===== config.mk =====
export PLATFORM = sky130hd
export DESIGN_NAME = snoop_responder_flat
export DESIGN_NICKNAME = d
export VERILOG_FILES = /design/src/rtl/l2_pkg.sv /design/src/rtl/snoop_responder_if.sv /design/src/rtl/snoop_policy.sv /design/src/rtl/snoop_responder.sv /design/src/flat_wrapper.sv
export SDC_FILE = /design/constraint.sdc
export NUM_CORES = 1
export LEC_CHECK = 0
export CAP_MARGIN = 20
export CORE_AREA = 2 2 470 472
export DETAILED_ROUTE_END_ITERATION = 8
export DIE_AREA = 0 0 472 474
export PLACE_DENSITY = 0.32
export SLEW_MARGIN = 5
export SYNTH_ARGS = -nofsm -noshare
export SYNTH_HDL_FRONTEND = slang
export SYNTH_SLANG_ARGS = --single-unit

===== constraint.sdc =====
create_clock -name clock -period 4.7 [get_ports clock]
set_clock_uncertainty 0.05 [all_clocks]
set_input_delay 0.94 -clock clock [delete_from_list [all_inputs] [get_ports clock]]
set_output_delay 0.94 -clock clock [all_outputs]
set_load 0.02 [all_outputs]

===== src/rtl/l2_pkg.sv =====
// Shared L2 snoop definitions: geometry, bus op codes, MESI/snoop-result encodings and FSM states.
package l2_pkg;

  localparam int BYTE_SELECT = 6;
  localparam int INDEX_BITS  = 14;
  localparam int TAG_BITS    = 12;
  localparam int LINE_SIZE   = 512;
  localparam int WAYS        = 8;
  localparam int ADDR_BITS   = TAG_BITS + INDEX_BITS + BYTE_SELECT;
  localparam int WAY_BITS    = $clog2(WAYS);

  localparam logic [7:0] OP_READ  = 8'h52;  // "R"
  localparam logic [7:0] OP_WRITE = 8'h57;  // "W"
  localparam logic [7:0] OP_RFO   = 8'h4D;  // "M"
  localparam logic [7:0] OP_INV   = 8'h49;  // "I"

  typedef enum logic [1:0] {
    MESI_I = 2'd0,
    MESI_S = 2'd1,
    MESI_E = 2'd2,
    MESI_M = 2'd3
  } mesi_t;

  typedef enum logic [1:0] {
    SNP_NOHIT = 2'b00,
    SNP_HIT   = 2'b01,
    SNP_HITM  = 2'b10
  } snoop_res_t;

  typedef enum logic [1:0] {
    ST_IDLE,
    ST_LOOKUP,
    ST_RESPOND,
    ST_WRITEBACK
  } state_t;

  function automatic logic is_legal_op(input logic [7:0] op);
    return (op == OP_READ) || (op == OP_WRITE) || (op == OP_RFO) || (op == OP_INV);
  endfunction

endpackage


===== src/rtl/snoop_responder_if.sv =====
// Snoop responder signal bundle: shared-bus snoop, tag lookup, MESI update, writeback and stats.
interface snoop_responder_if;
  import l2_pkg::*;

  logic                  bus_valid;
  logic [7:0]            bus_op;
  logic [ADDR_BITS-1:0]  bus_addr;
  logic                  bus_ready;

  logic                  lk_req;
  logic [INDEX_BITS-1:0] lk_index;
  logic [TAG_BITS-1:0]   lk_tag;
  logic                  lk_ack;
  logic                  lk_hit;
  logic [WAY_BITS-1:0]   lk_way;
  mesi_t                 lk_mesi;
  logic [LINE_SIZE-1:0]  lk_data;

  logic                  upd_en;
  logic [INDEX_BITS-1:0] upd_index;
  logic [WAY_BITS-1:0]   upd_way;
  mesi_t                 upd_mesi;

  logic                  snoop_valid;
  snoop_res_t            snoop_result;

  logic                  wb_valid;
  logic [ADDR_BITS-1:0]  wb_addr;
  logic [LINE_SIZE-1:0]  wb_data;
  logic                  wb_ready;

  logic                  op_err;
  logic [31:0]           hit_count;
  logic [31:0]           hitm_count;

  // slave: the responder itself; master: the shared bus and cache arrays around it
  modport slave (
    input  bus_valid, bus_op, bus_addr,
    output bus_ready,
    output lk_req, lk_index, lk_tag,
    input  lk_ack, lk_hit, lk_way, lk_mesi, lk_data,
    output upd_en, upd_index, upd_way, upd_mesi,
    output snoop_valid, snoop_result,
    output wb_valid, wb_addr, wb_data,
    input  wb_ready,
    output op_err, hit_count, hitm_count
  );

  modport master (
    output bus_valid, bus_op, bus_addr,
    input  bus_ready,
    input  lk_req, lk_index, lk_tag,
    output lk_ack, lk_hit, lk_way, lk_mesi, lk_data,
    input  upd_en, upd_index, upd_way, upd_mesi,
    input  snoop_valid, snoop_result,
    input  wb_valid, wb_addr, wb_data,
    output wb_ready,
    input  op_err, hit_count, hitm_count
  );

endinterface


===== src/rtl/snoop_policy.sv =====
// Combinational snoop policy: maps (op, current MESI) to snoop result, next MESI, writeback and error.
module snoop_policy
  import l2_pkg::*;
(
  input  logic [7:0] i_op,
  input  mesi_t      i_mesi,
  output snoop_res_t o_result,
  output mesi_t      o_new_mesi,
  output logic       o_writeback,
  output logic       o_err
);

  always_comb begin
    o_result    = SNP_NOHIT;
    o_new_mesi  = i_mesi;
    o_writeback = 1'b0;
    o_err       = 1'b0;
    case (i_op)
      OP_READ: begin
        case (i_mesi)
          MESI_M: begin
            o_result    = SNP_HITM;
            o_new_mesi  = MESI_S;
            o_writeback = 1'b1;
          end
          MESI_E, MESI_S: begin
            o_result   = SNP_HIT;
            o_new_mesi = MESI_S;
          end
          default: ;
        endcase
      end
      OP_WRITE, OP_RFO: begin
        case (i_mesi)
          MESI_M: begin
            o_result    = SNP_HITM;
            o_new_mesi  = MESI_I;
            o_writeback = 1'b1;
          end
          MESI_E, MESI_S: begin
            o_result   = SNP_HIT;
            o_new_mesi = MESI_I;
          end
          default: ;
        endcase
      end
      OP_INV: begin
        // An invalidate aimed at an owned line is a protocol error; the line is left untouched
        case (i_mesi)
          MESI_S: begin
            o_result   = SNP_HIT;
            o_new_mesi = MESI_I;
          end
          MESI_E, MESI_M: o_err = 1'b1;
          default: ;
        endcase
      end
      default: o_err = 1'b1;
    endcase
  end

endmodule


===== src/rtl/snoop_responder.sv =====
// Snoop responder: looks up snooped addresses, answers NOHIT/HIT/HITM, updates MESI and writes back dirty lines.
module snoop_responder
  import l2_pkg::*;
(
  input logic          clock,
  input logic          reset_n,
  snoop_responder_if.slave bus
);

  state_t                r_state;
  logic [7:0]            r_op;
  logic [TAG_BITS-1:0]   r_tag;
  logic [INDEX_BITS-1:0] r_index;
  logic [WAY_BITS-1:0]   r_way;
  logic [LINE_SIZE-1:0]  r_line;
  logic                  r_bus_ready;
  logic                  r_lk_req;
  logic                  r_upd_en;
  mesi_t                 r_upd_mesi;
  logic                  r_snoop_valid;
  snoop_res_t            r_snoop_result;
  logic                  r_wb_pending;
  logic                  r_wb_valid;
  logic                  r_op_err;
  logic [31:0]           r_hit_count;
  logic [31:0]           r_hitm_count;

  logic       w_accept;
  logic [7:0] w_pol_op;
  mesi_t      w_pol_mesi;
  snoop_res_t w_pol_result;
  mesi_t      w_pol_new;
  logic       w_pol_wb;
  logic       w_pol_err;
  logic       w_unused;

  assign w_accept = bus.bus_valid & r_bus_ready;
  assign w_unused = &{1'b0, bus.bus_addr[BYTE_SELECT-1:0]};

  // One policy instance serves both the illegal-op shortcut in IDLE and the lookup result in LOOKUP
  always_comb begin
    w_pol_op   = r_op;
    w_pol_mesi = MESI_I;
    if (r_state == ST_IDLE) begin
      w_pol_op = bus.bus_op;
    end else if (bus.lk_hit) begin
      w_pol_mesi = bus.lk_mesi;
    end
  end

  snoop_policy u_policy (
    .i_op        (w_pol_op),
    .i_mesi      (w_pol_mesi),
    .o_result    (w_pol_result),
    .o_new_mesi  (w_pol_new),
    .o_writeback (w_pol_wb),
    .o_err       (w_pol_err)
  );

  always_ff @(posedge clock) begin
    if (!reset_n) begin
      r_state        <= ST_IDLE;
      r_op           <= '0;
      r_tag          <= '0;
      r_index        <= '0;
      r_way          <= '0;
      r_line         <= '0;
      r_bus_ready    <= 1'b1;
      r_lk_req       <= 1'b0;
      r_upd_en       <= 1'b0;
      r_upd_mesi     <= MESI_I;
      r_snoop_valid  <= 1'b0;
      r_snoop_result <= SNP_NOHIT;
      r_wb_pending   <= 1'b0;
      r_wb_valid     <= 1'b0;
      r_op_err       <= 1'b0;
      r_hit_count    <= '0;
      r_hitm_count   <= '0;
    end else begin
      r_upd_en      <= 1'b0;
      r_snoop_valid <= 1'b0;
      r_op_err      <= 1'b0;
      case (r_state)
        ST_IDLE: begin
          if (w_accept) begin
            r_op        <= bus.bus_op;
            r_tag       <= bus.bus_addr[ADDR_BITS-1 -: TAG_BITS];
            r_index     <= bus.bus_addr[BYTE_SELECT +: INDEX_BITS];
            r_bus_ready <= 1'b0;
            if (is_legal_op(bus.bus_op)) begin
              r_lk_req <= 1'b1;
              r_state  <= ST_LOOKUP;
            end else begin
              r_snoop_valid  <= 1'b1;
              r_snoop_result <= w_pol_result;
              r_op_err       <= w_pol_err;
              r_wb_pending   <= 1'b0;
              r_state        <= ST_RESPOND;
            end
          end
        end
        ST_LOOKUP: begin
          if (bus.lk_ack) begin
            r_lk_req       <= 1'b0;
            r_way          <= bus.lk_way;
            r_line         <= bus.lk_data;
            r_snoop_valid  <= 1'b1;
            r_snoop_result <= w_pol_result;
            r_op_err       <= w_pol_err;
            r_upd_en       <= (w_pol_new != w_pol_mesi);
            r_upd_mesi     <= w_pol_new;
            r_wb_pending   <= w_pol_wb;
            if (w_pol_result == SNP_HIT && r_hit_count != '1) begin
              r_hit_count <= r_hit_count + 32'd1;
            end
            if (w_pol_result == SNP_HITM && r_hitm_count != '1) begin
              r_hitm_count <= r_hitm_count + 32'd1;
            end
            r_state <= ST_RESPOND;
          end
        end
        ST_RESPOND: begin
          if (r_wb_pending) begin
            r_wb_valid <= 1'b1;
            r_state    <= ST_WRITEBACK;
          end else begin
            r_bus_ready <= 1'b1;
            r_state     <= ST_IDLE;
          end
        end
        ST_WRITEBACK: begin
          if (bus.wb_ready) begin
            r_wb_valid  <= 1'b0;
            r_bus_ready <= 1'b1;
            r_state     <= ST_IDLE;
          end
        end
        default: r_state <= ST_IDLE;
      endcase
    end
  end

  assign bus.bus_ready    = r_bus_ready;
  assign bus.lk_req       = r_lk_req;
  assign bus.lk_index     = r_index;
  assign bus.lk_tag       = r_tag;
  assign bus.upd_en       = r_upd_en;
  assign bus.upd_index    = r_index;
  assign bus.upd_way      = r_way;
  assign bus.upd_mesi     = r_upd_mesi;
  assign bus.snoop_valid  = r_snoop_valid;
  assign bus.snoop_result = r_snoop_result;
  assign bus.wb_valid     = r_wb_valid;
  assign bus.wb_addr      = {r_tag, r_index, {BYTE_SELECT{1'b0}}};
  assign bus.wb_data      = r_line;
  assign bus.op_err       = r_op_err;
  assign bus.hit_count    = r_hit_count;
  assign bus.hitm_count   = r_hitm_count;

endmodule


===== src/flat_wrapper.sv =====
// flat-port wrapper written by rule: the top's interface ports become plain ports
module snoop_responder_flat import l2_pkg::*;
  (clock, reset_n, bus_bus_valid, bus_bus_op, bus_bus_addr, bus_bus_ready, bus_lk_req, bus_lk_index, bus_lk_tag, bus_lk_ack, bus_lk_hit, bus_lk_way, bus_lk_mesi, bus_lk_data, bus_upd_en, bus_upd_index, bus_upd_way, bus_upd_mesi, bus_snoop_valid, bus_snoop_result, bus_wb_valid, bus_wb_addr, bus_wb_data, bus_wb_ready, bus_op_err, bus_hit_count, bus_hitm_count);
  snoop_responder_if bus_i ();
  input logic clock;
  input logic reset_n;
  input wire logic [$bits(bus_i.bus_valid)-1:0] bus_bus_valid;
  input wire logic [$bits(bus_i.bus_op)-1:0] bus_bus_op;
  input wire logic [$bits(bus_i.bus_addr)-1:0] bus_bus_addr;
  output wire logic [$bits(bus_i.bus_ready)-1:0] bus_bus_ready;
  output wire logic [$bits(bus_i.lk_req)-1:0] bus_lk_req;
  output wire logic [$bits(bus_i.lk_index)-1:0] bus_lk_index;
  output wire logic [$bits(bus_i.lk_tag)-1:0] bus_lk_tag;
  input wire logic [$bits(bus_i.lk_ack)-1:0] bus_lk_ack;
  input wire logic [$bits(bus_i.lk_hit)-1:0] bus_lk_hit;
  input wire logic [$bits(bus_i.lk_way)-1:0] bus_lk_way;
  input wire logic [$bits(bus_i.lk_mesi)-1:0] bus_lk_mesi;
  input wire logic [$bits(bus_i.lk_data)-1:0] bus_lk_data;
  output wire logic [$bits(bus_i.upd_en)-1:0] bus_upd_en;
  output wire logic [$bits(bus_i.upd_index)-1:0] bus_upd_index;
  output wire logic [$bits(bus_i.upd_way)-1:0] bus_upd_way;
  output wire logic [$bits(bus_i.upd_mesi)-1:0] bus_upd_mesi;
  output wire logic [$bits(bus_i.snoop_valid)-1:0] bus_snoop_valid;
  output wire logic [$bits(bus_i.snoop_result)-1:0] bus_snoop_result;
  output wire logic [$bits(bus_i.wb_valid)-1:0] bus_wb_valid;
  output wire logic [$bits(bus_i.wb_addr)-1:0] bus_wb_addr;
  output wire logic [$bits(bus_i.wb_data)-1:0] bus_wb_data;
  input wire logic [$bits(bus_i.wb_ready)-1:0] bus_wb_ready;
  output wire logic [$bits(bus_i.op_err)-1:0] bus_op_err;
  output wire logic [$bits(bus_i.hit_count)-1:0] bus_hit_count;
  output wire logic [$bits(bus_i.hitm_count)-1:0] bus_hitm_count;
  assign bus_i.bus_valid = bus_bus_valid;
  assign bus_i.bus_op = bus_bus_op;
  assign bus_i.bus_addr = bus_bus_addr;
  assign bus_bus_ready = bus_i.bus_ready;
  assign bus_lk_req = bus_i.lk_req;
  assign bus_lk_index = bus_i.lk_index;
  assign bus_lk_tag = bus_i.lk_tag;
  assign bus_i.lk_ack = bus_lk_ack;
  assign bus_i.lk_hit = bus_lk_hit;
  assign bus_i.lk_way = bus_lk_way;
  assign bus_i.lk_mesi = bus_lk_mesi;
  assign bus_i.lk_data = bus_lk_data;
  assign bus_upd_en = bus_i.upd_en;
  assign bus_upd_index = bus_i.upd_index;
  assign bus_upd_way = bus_i.upd_way;
  assign bus_upd_mesi = bus_i.upd_mesi;
  assign bus_snoop_valid = bus_i.snoop_valid;
  assign bus_snoop_result = bus_i.snoop_result;
  assign bus_wb_valid = bus_i.wb_valid;
  assign bus_wb_addr = bus_i.wb_addr;
  assign bus_wb_data = bus_i.wb_data;
  assign bus_i.wb_ready = bus_wb_ready;
  assign bus_op_err = bus_i.op_err;
  assign bus_hit_count = bus_i.hit_count;
  assign bus_hitm_count = bus_i.hitm_count;
  snoop_responder u_core (.clock(clock), .reset_n(reset_n), .bus(bus_i));
endmodule

# Word level (Yosys, flattened, before mapping)

Index checks and enable logic that the tools add are counted.

Logic and storage cells: 117
Register bits after elaboration: 626

Multiplexer cells: 47
Reductions and logical operators: 24
Eq/ne operators: 26
Add/subtract/negate cells: 2
Bitwise gates (word level): 1

Operators by type and width:

| cell                                                   | count |
|---|---|
| adder 32 x 1 -> 32 bit (second input constant)         | 2 |
| == test 8 x 7 -> 1 bit (second input constant)         | 8 |
| inequality test 32 bit (second input constant)         | 2 |
| two-way mux 2 bit                                      | 13 |
| two-way mux 1 bit                                      | 21 |
| AND reduction 3 bit                                    | 5 |
| one-hot mux 1 bit (2 select lines)                     | 6 |
| one-hot mux 2 bit (2 select lines)                     | 3 |
| AND reduction 4 bit                                    | 3 |
| == test 2 bit (second input constant)                  | 5 |
| inequality test 2 bit (second input constant)          | 5 |
| two-way mux 8 bit                                      | 1 |
| one-hot mux 2 bit (4 select lines)                     | 1 |
| == test 2 x 1 -> 1 bit (second input constant)         | 3 |
| one-hot mux 2 bit (3 select lines)                     | 1 |
| OR reduction 2 bit                                     | 3 |
| OR reduction 3 bit                                     | 2 |
| inequality test 2 x 1 -> 1 bit (second input constant) | 2 |
| AND reduction 2 bit                                    | 2 |
| nonzero test 2 bit                                     | 2 |
| logical OR 1 bit                                       | 3 |
| one-hot mux 1 bit (3 select lines)                     | 1 |
| nonzero test 3 bit                                     | 1 |
| logical AND 1 bit                                      | 2 |
| other kinds (3)                                        | 3 |

# Depth between registers and ports, before layout

Depth in word-level cells: 9
Mapped depth: 10
Mapped depth without buffers: 8

# Cells and area by module

From an unflattened synthesis, not the netlist that was laid out.

Cells, all modules: 2,962
Area total of the unflattened synthesis: 23,154.7 um^2

Modules (own cells, without submodules):

| module          | seq. area each (um^2) | area each (um^2) | times used | cells each |
|---|---|---|---|---|
| snoop_responder | 12,532.0              | 22,838.2         | 1          | 2,919 |
| snoop_policy    | 0.0                   | 316.6            | 1          | 43 |

# Worst setup path before layout

No wires, ideal clock.

Kind: input to register
Start point: input port bus_bus_op[7]
End point: register u_core.r_hitm_count[20] (netlist: u_core.bus.hitm_count[20])
Required time: 4.578 ns
Setup time: 0.072 ns
Cell stages on the path: 8
Path slack: 1.935 ns
Arrival time: 2.644 ns
Path through: nor3b_1 -> a32o_1 -> and4_1 -> o211ai_1 -> buf_2 -> buf_2 -> nor4_1 -> mux2i_1

Cells in the longest elaborated chain, start to end: 7
Elaborated cells between the ends (all ways): 10
Classes of those cells: eq/ne (5); mux (2); reduce/logical (3)

Ends and longest elaborated chain:

| item                                 | line                   | RTL |
|---|---|---|
| from (decl)                          | flat_wrapper.sv:8      | `input wire logic [$bits(bus_i.bus_op)-1:0] bus_bus_op;` |
| two-way mux 8 bit *                  | snoop_responder.sv:44  | `if (r_state == ST_IDLE) begin` |
| == test 8 x 7 -> 1 bit               | snoop_policy.sv:18     | `case (i_op)` |
| OR reduction 3 bit (no line)         | n/a                    |  |
| one-hot mux 2 bit (2 select lines) * | snoop_policy.sv:18     |  |
| == test 2 bit *                      | snoop_responder.sv:116 | `if (w_pol_result == SNP_HITM && r_hitm_count != '1) begin` |
| logical AND 1 bit *                  | snoop_responder.sv:116 |  |
| AND reduction 3 bit (no line) *      | n/a                    |  |
| to (signal assigned)                 | snoop_responder.sv:117 | `r_hitm_count <= r_hitm_count + 32'd1;` |
| to (decl)                            | snoop_responder.sv:26  | `logic [31:0] r_hitm_count;` |

Mark *: on every way between the ends. The rest lies on a longest branch, timed or not.
A chain may end at the register's enable or synchronous reset.

# Final worst setup path

Start point: register u_core.r_state[0]
End point: register u_core.r_hit_count[20] (netlist: u_core.bus.hit_count[20])

Cells in the longest elaborated chain, start to end: 9
Elaborated cells between the ends (all ways): 19
Classes of those cells: eq/ne (9); mux (5); reduce/logical (5)

Ends and longest elaborated chain:

| item                                                           | line                                                       | RTL |
|---|---|---|
| from (decl)                                                    | snoop_responder.sv:10                                      | `state_t r_state;` |
| from (signal assigned)                                         | snoop_responder.sv:62                                      | `r_state <= ST_IDLE;` |
| from (signal assigned)                                         | snoop_responder.sv:92                                      | `r_state <= ST_LOOKUP;` |
| from (signal assigned)                                         | snoop_responder.sv:98                                      | `r_state <= ST_RESPOND;` |
| logical NOT 2 bit                                              | snoop_responder.sv:44                                      |  |
| two-way mux 2 bit                                              | snoop_responder.sv:44                                      |  |
| == test 2 bit / == test 2 x 1 -> 1 bit (equally long branches) | snoop_policy.sv:20, snoop_policy.sv:34, snoop_policy.sv:49 |  |
| OR reduction 2 bit                                             | snoop_policy.sv:20, snoop_policy.sv:34                     |  |
| one-hot mux 2 bit (2 select lines)                             | snoop_policy.sv:20, snoop_policy.sv:34                     |  |
| one-hot mux 2 bit (2 select lines)                             | snoop_policy.sv:18                                         |  |
| == test 2 x 1 -> 1 bit                                         | snoop_responder.sv:113                                     | `if (w_pol_result == SNP_HIT && r_hit_count != '1) begin` |
| logical AND 1 bit                                              | snoop_responder.sv:113                                     |  |
| AND reduction 3 bit (no line) *                                | n/a                                                        |  |
| to (signal assigned)                                           | snoop_responder.sv:114                                     | `r_hit_count <= r_hit_count + 32'd1;` |
| to (decl)                                                      | snoop_responder.sv:25                                      | `logic [31:0] r_hit_count;` |

Marks and branches as above.

==> impl_metrics.csv <==
group,metric,value,unit
status,status,"finished, final reports clean",
floorplan,ios,1224,
global_route,grt_start_max_net_pins,153,
floorplan,die_w,472,microns
hold_path,min_to,"u_core.bus.wb_data[166]$_SDFFE_PN0P_",
cts,cts_htree_levels,3,
yosys,ys_ff_latch,626,
critical_path,cpMostUsedCell,"nand4_1",
global_route,grt_first_pass_wirelength,221,mm
floorplan,die_area,224000,sq um
timing,hold_violations,0,
global_route,grt_pass1_vias,24700,
yosys,avgSynthCellArea,7.86,sq um
timing,rsz0062_at_grt,"no",
routing,wl_per_cell,24.0,microns
hold_path,hold-path-cell-count,2,
placed_design,port_buffers,1211,
routing,drtIter0Drc,1031,
floorplan,die_h,474,microns
hold_path,hold_start,"u_core.bus.wb_data[166]$_SDFFE_PN0P_",
timing,slew-limit-headroom,23.9,%
final_layout,fin_nets,4622,
placed_design,gp_congestion,0.807,
cts,cts_tree,"yes",
cts,clk_latency,700,ps
critical_path,critPathMaxStageDelay,580,ps
critical_path,arrival,3830,ps
critical_path,r2r_slack,1400,ps
routing,wl,168,mm
yosys,synth_edf_count,0,
global_route,grt_overflow,0,
critical_path,path_max_fanout,13,
cts,clock-root-buffer,"clkbuf_16",
timing,tns,0,ps
yosys,synth_ff_type,"dfxtp_1",
floorplan,start_util,10.7,%
hold_path,worst_hold_path_type,"reg2reg",
routing,via_per_inst,3.58,
yosys,async_reset_ff_share,0,%
critical_path,critPathCaptureType,"register",
global_route,grt_usage,14.3,%
timing,final.min_clock_period,3300,ps
power_and_ir_drop,pwr_density_cell,378,nW/um^2
cts,clockBufferDepth,3,
cts,ctsHoldBuffers,0,
final_layout,final_cells,7012,
cts,ctsResizeCount,0,
power_and_ir_drop,vdd_drop_max,0.234,mV
routing,postRouteAntennaNets,0,
critical_path,cp-start-kind,"register",
global_route,antenna_found_initial,79,
cts,post-cts-setup-buffers,0,
cts,cts_made_buffers,91,
timing,fmax,0.303,GHz
timing,tightest_slew,1140,ps
floorplan,num_rows,172,
final_layout,area_growth,77.7,%
critical_path,reg2reg_from,"u_core.r_state[0]$_SDFFE_PN0P_",
yosys,synth_area,23300,sq um
timing,final-setup-viol-count,0,
critical_path,ff2ff_path_depth,9,
placed_design,placed_cells,6829,
yosys,synth_cell_types,56,
power_and_ir_drop,p_leak,13.3,nW
placed_design,dp_hpwl,133,mm
final_layout,fillerInstances,24500,
critical_path,path_cells,"or2_1 -> and3_1 -> ha_1 -> a21boi_0 -> nand4_1 -> nand4_1 -> buf_4 -> nor4_1 -> mux2i_1",
job,drv_cap,0,
routing,drc,0,
final_layout,post-route-util,19.0,%
cts,clkTransAtPathRegs,60,ps
timing,post-route-period-util,70.3,%
yosys,synth.yosys.warnings,0,
critical_path,crit_type,"reg2reg",
final_layout,drive_gt1_share,4.59,%
yosys,netlist_instances,2968,
routing,dr_total_vias,25100,
timing,maxSlewViolCount,0,
cts,clkSinkCount,626,
yosys,synth-seq-area-share,53.7,%
critical_path,crit_slowest_cell,"dfxtp_1",
routing,firstDrtPassIters,5,
critical_path,critPathRequiredTime,5230,ps
critical_path,r2r_end,"u_core.bus.hit_count[20]$_SDFFE_PN0P_",
floorplan,core_area,219000,sq um
[logic make-up after synthesis]
logic type	Yosys count	share of synthesized area [%]
fa+ha+maj	8	0.429
simple gates	1370	24.2
flops	626	53.7
compound gates	662	15.1
xor+xnor	1	0.0376
mux	26	1.12
other cells	1	0.0161
buf+inv	274	5.29
[synthesized netlist by cell type (all sizes together), types with 16 or more instances]
cell type,instances,area [sq um]
mux2i,26,260
o21ai,16,80.1
nand2b,35,219
dfxtp,626,12500
nand3,23,115
clkbuf,198,743
nor4,25,156
a21oi,579,2900
nand4,22,138
o31ai,16,120
nor2,21,81.3
nand2,1168,4390
buf,64,445
[stage by stage]
stage          total power [W]  setup WS [ps]  area, sq um  hold slack (ps)
4_1_cts                 0.0161           1480        41400              403
3_5_place_dp           0.00863            963        38300              396
6_report                0.0157           1400        41400              402
5_1_grt                 0.0164           1210        41400              419
2_1_floorplan          0.00697           1930        23300              382
3_3_place_gp           0.00864            927        38300              391
[power by group]
part | switching [W] | internal (W) | leakage (nW)
Sequential | 0.000199 | 0.00559 | 5.07
Combinational | 0.00152 | 0.00114 | 6.71
Clock | 0.00284 | 0.00437 | 1.51
[registers in the layout (all words and copies together), names as in the netlist]
register / count
u_core.r_op: 8
u_core.bus.wb_valid: 1
u_core.bus.wb_data: 512
u_core.bus.snoop_valid: 1
u_core.bus.op_err: 1
u_core.bus.lk_tag: 12
u_core.bus.bus_ready: 1
u_core.r_state: 2
u_core.bus.lk_req: 1
u_core.bus.snoop_result: 2
u_core.bus.hitm_count: 32
u_core.bus.upd_way: 3
u_core.bus.lk_index: 14
u_core.bus.hit_count: 32
u_core.bus.upd_en: 1
u_core.r_wb_pending: 1
u_core.bus.upd_mesi: 2
[cell type report]
type                    instances  area [sq um]  area share (%)
flip-flops and latches        626         12500            30.2
clock buffers                 137          2730            6.59
well taps                    2871          3590            8.67
diodes                         22          55.1           0.133
multi-input cells            2073          9610            23.2
repair buffers               1247         12500            30.2
inverters                      12          52.6           0.127
clock inverters                24           340           0.821
[routing by layer]
layer  vias up  global-route usage (%)  wire [microns]
met1     11700                    15.8           64900
met3       265                    8.23           21000
met5         -                       0             335
met2      1052                    22.7           75900
met4        54                    5.44            5970
li1      12000                       -               -
[critical path: cells and delay by family (launching register included)]
kind	cells	cell delay (ps)
buffers and inverters	1	240
muxes	1	140
and+or+nand+nor	5	1620
DFF	1	580
AOI/OAI and AO/OA	1	210
adders and majority gates	1	330
[layout by cell type (no fill, tap or decap), types with 12 or more instances in the layout]
cell type | Yosys | routed
a21oi_1 | 579 | 579
buf_12 | 0 | 12
buf_4 | 48 | 24
clkbuf_1 | 198 | 20
clkbuf_16 | 0 | 93
clkbuf_8 | 0 | 24
clkdlybuf4s50_1 | 0 | 1210
dfxtp_1 | 626 | 626
diode_2 | 0 | 22
mux2i_1 | 26 | 26
nand2_1 | 1167 | 1167
nand2b_1 | 35 | 35
nand3_1 | 23 | 22
nand4_1 | 22 | 22
nor2_1 | 20 | 19
nor4_1 | 25 | 24
o21ai_0 | 14 | 14
o31ai_1 | 16 | 16
o41ai_1 | 13 | 13
or4_1 | 13 | 13
[how the worst max path moves through the flow]
stage                                        start  slack [ps]  cells after the start                                endpoint
floorplan                            bus_bus_op[7]        1930                      8  u_core.bus.hitm_count[20]$_SDFFE_PN0P_
global placement                     bus_bus_op[6]         930                      8  u_core.bus.hitm_count[27]$_SDFFE_PN0P_
detailed placement                   bus_bus_op[6]         960                      8  u_core.bus.hitm_count[31]$_SDFFE_PN0P_
CTS                 u_core.r_state[0]$_SDFFE_PN0P_        1480                      9   u_core.bus.hit_count[20]$_SDFFE_PN0P_
global route        u_core.r_state[0]$_SDFFE_PN0P_        1210                      8  u_core.bus.hitm_count[15]$_SDFFE_PN0P_
finish              u_core.r_state[0]$_SDFFE_PN0P_        1400                      9   u_core.bus.hit_count[20]$_SDFFE_PN0P_
(Power assumes the default switching activity.)
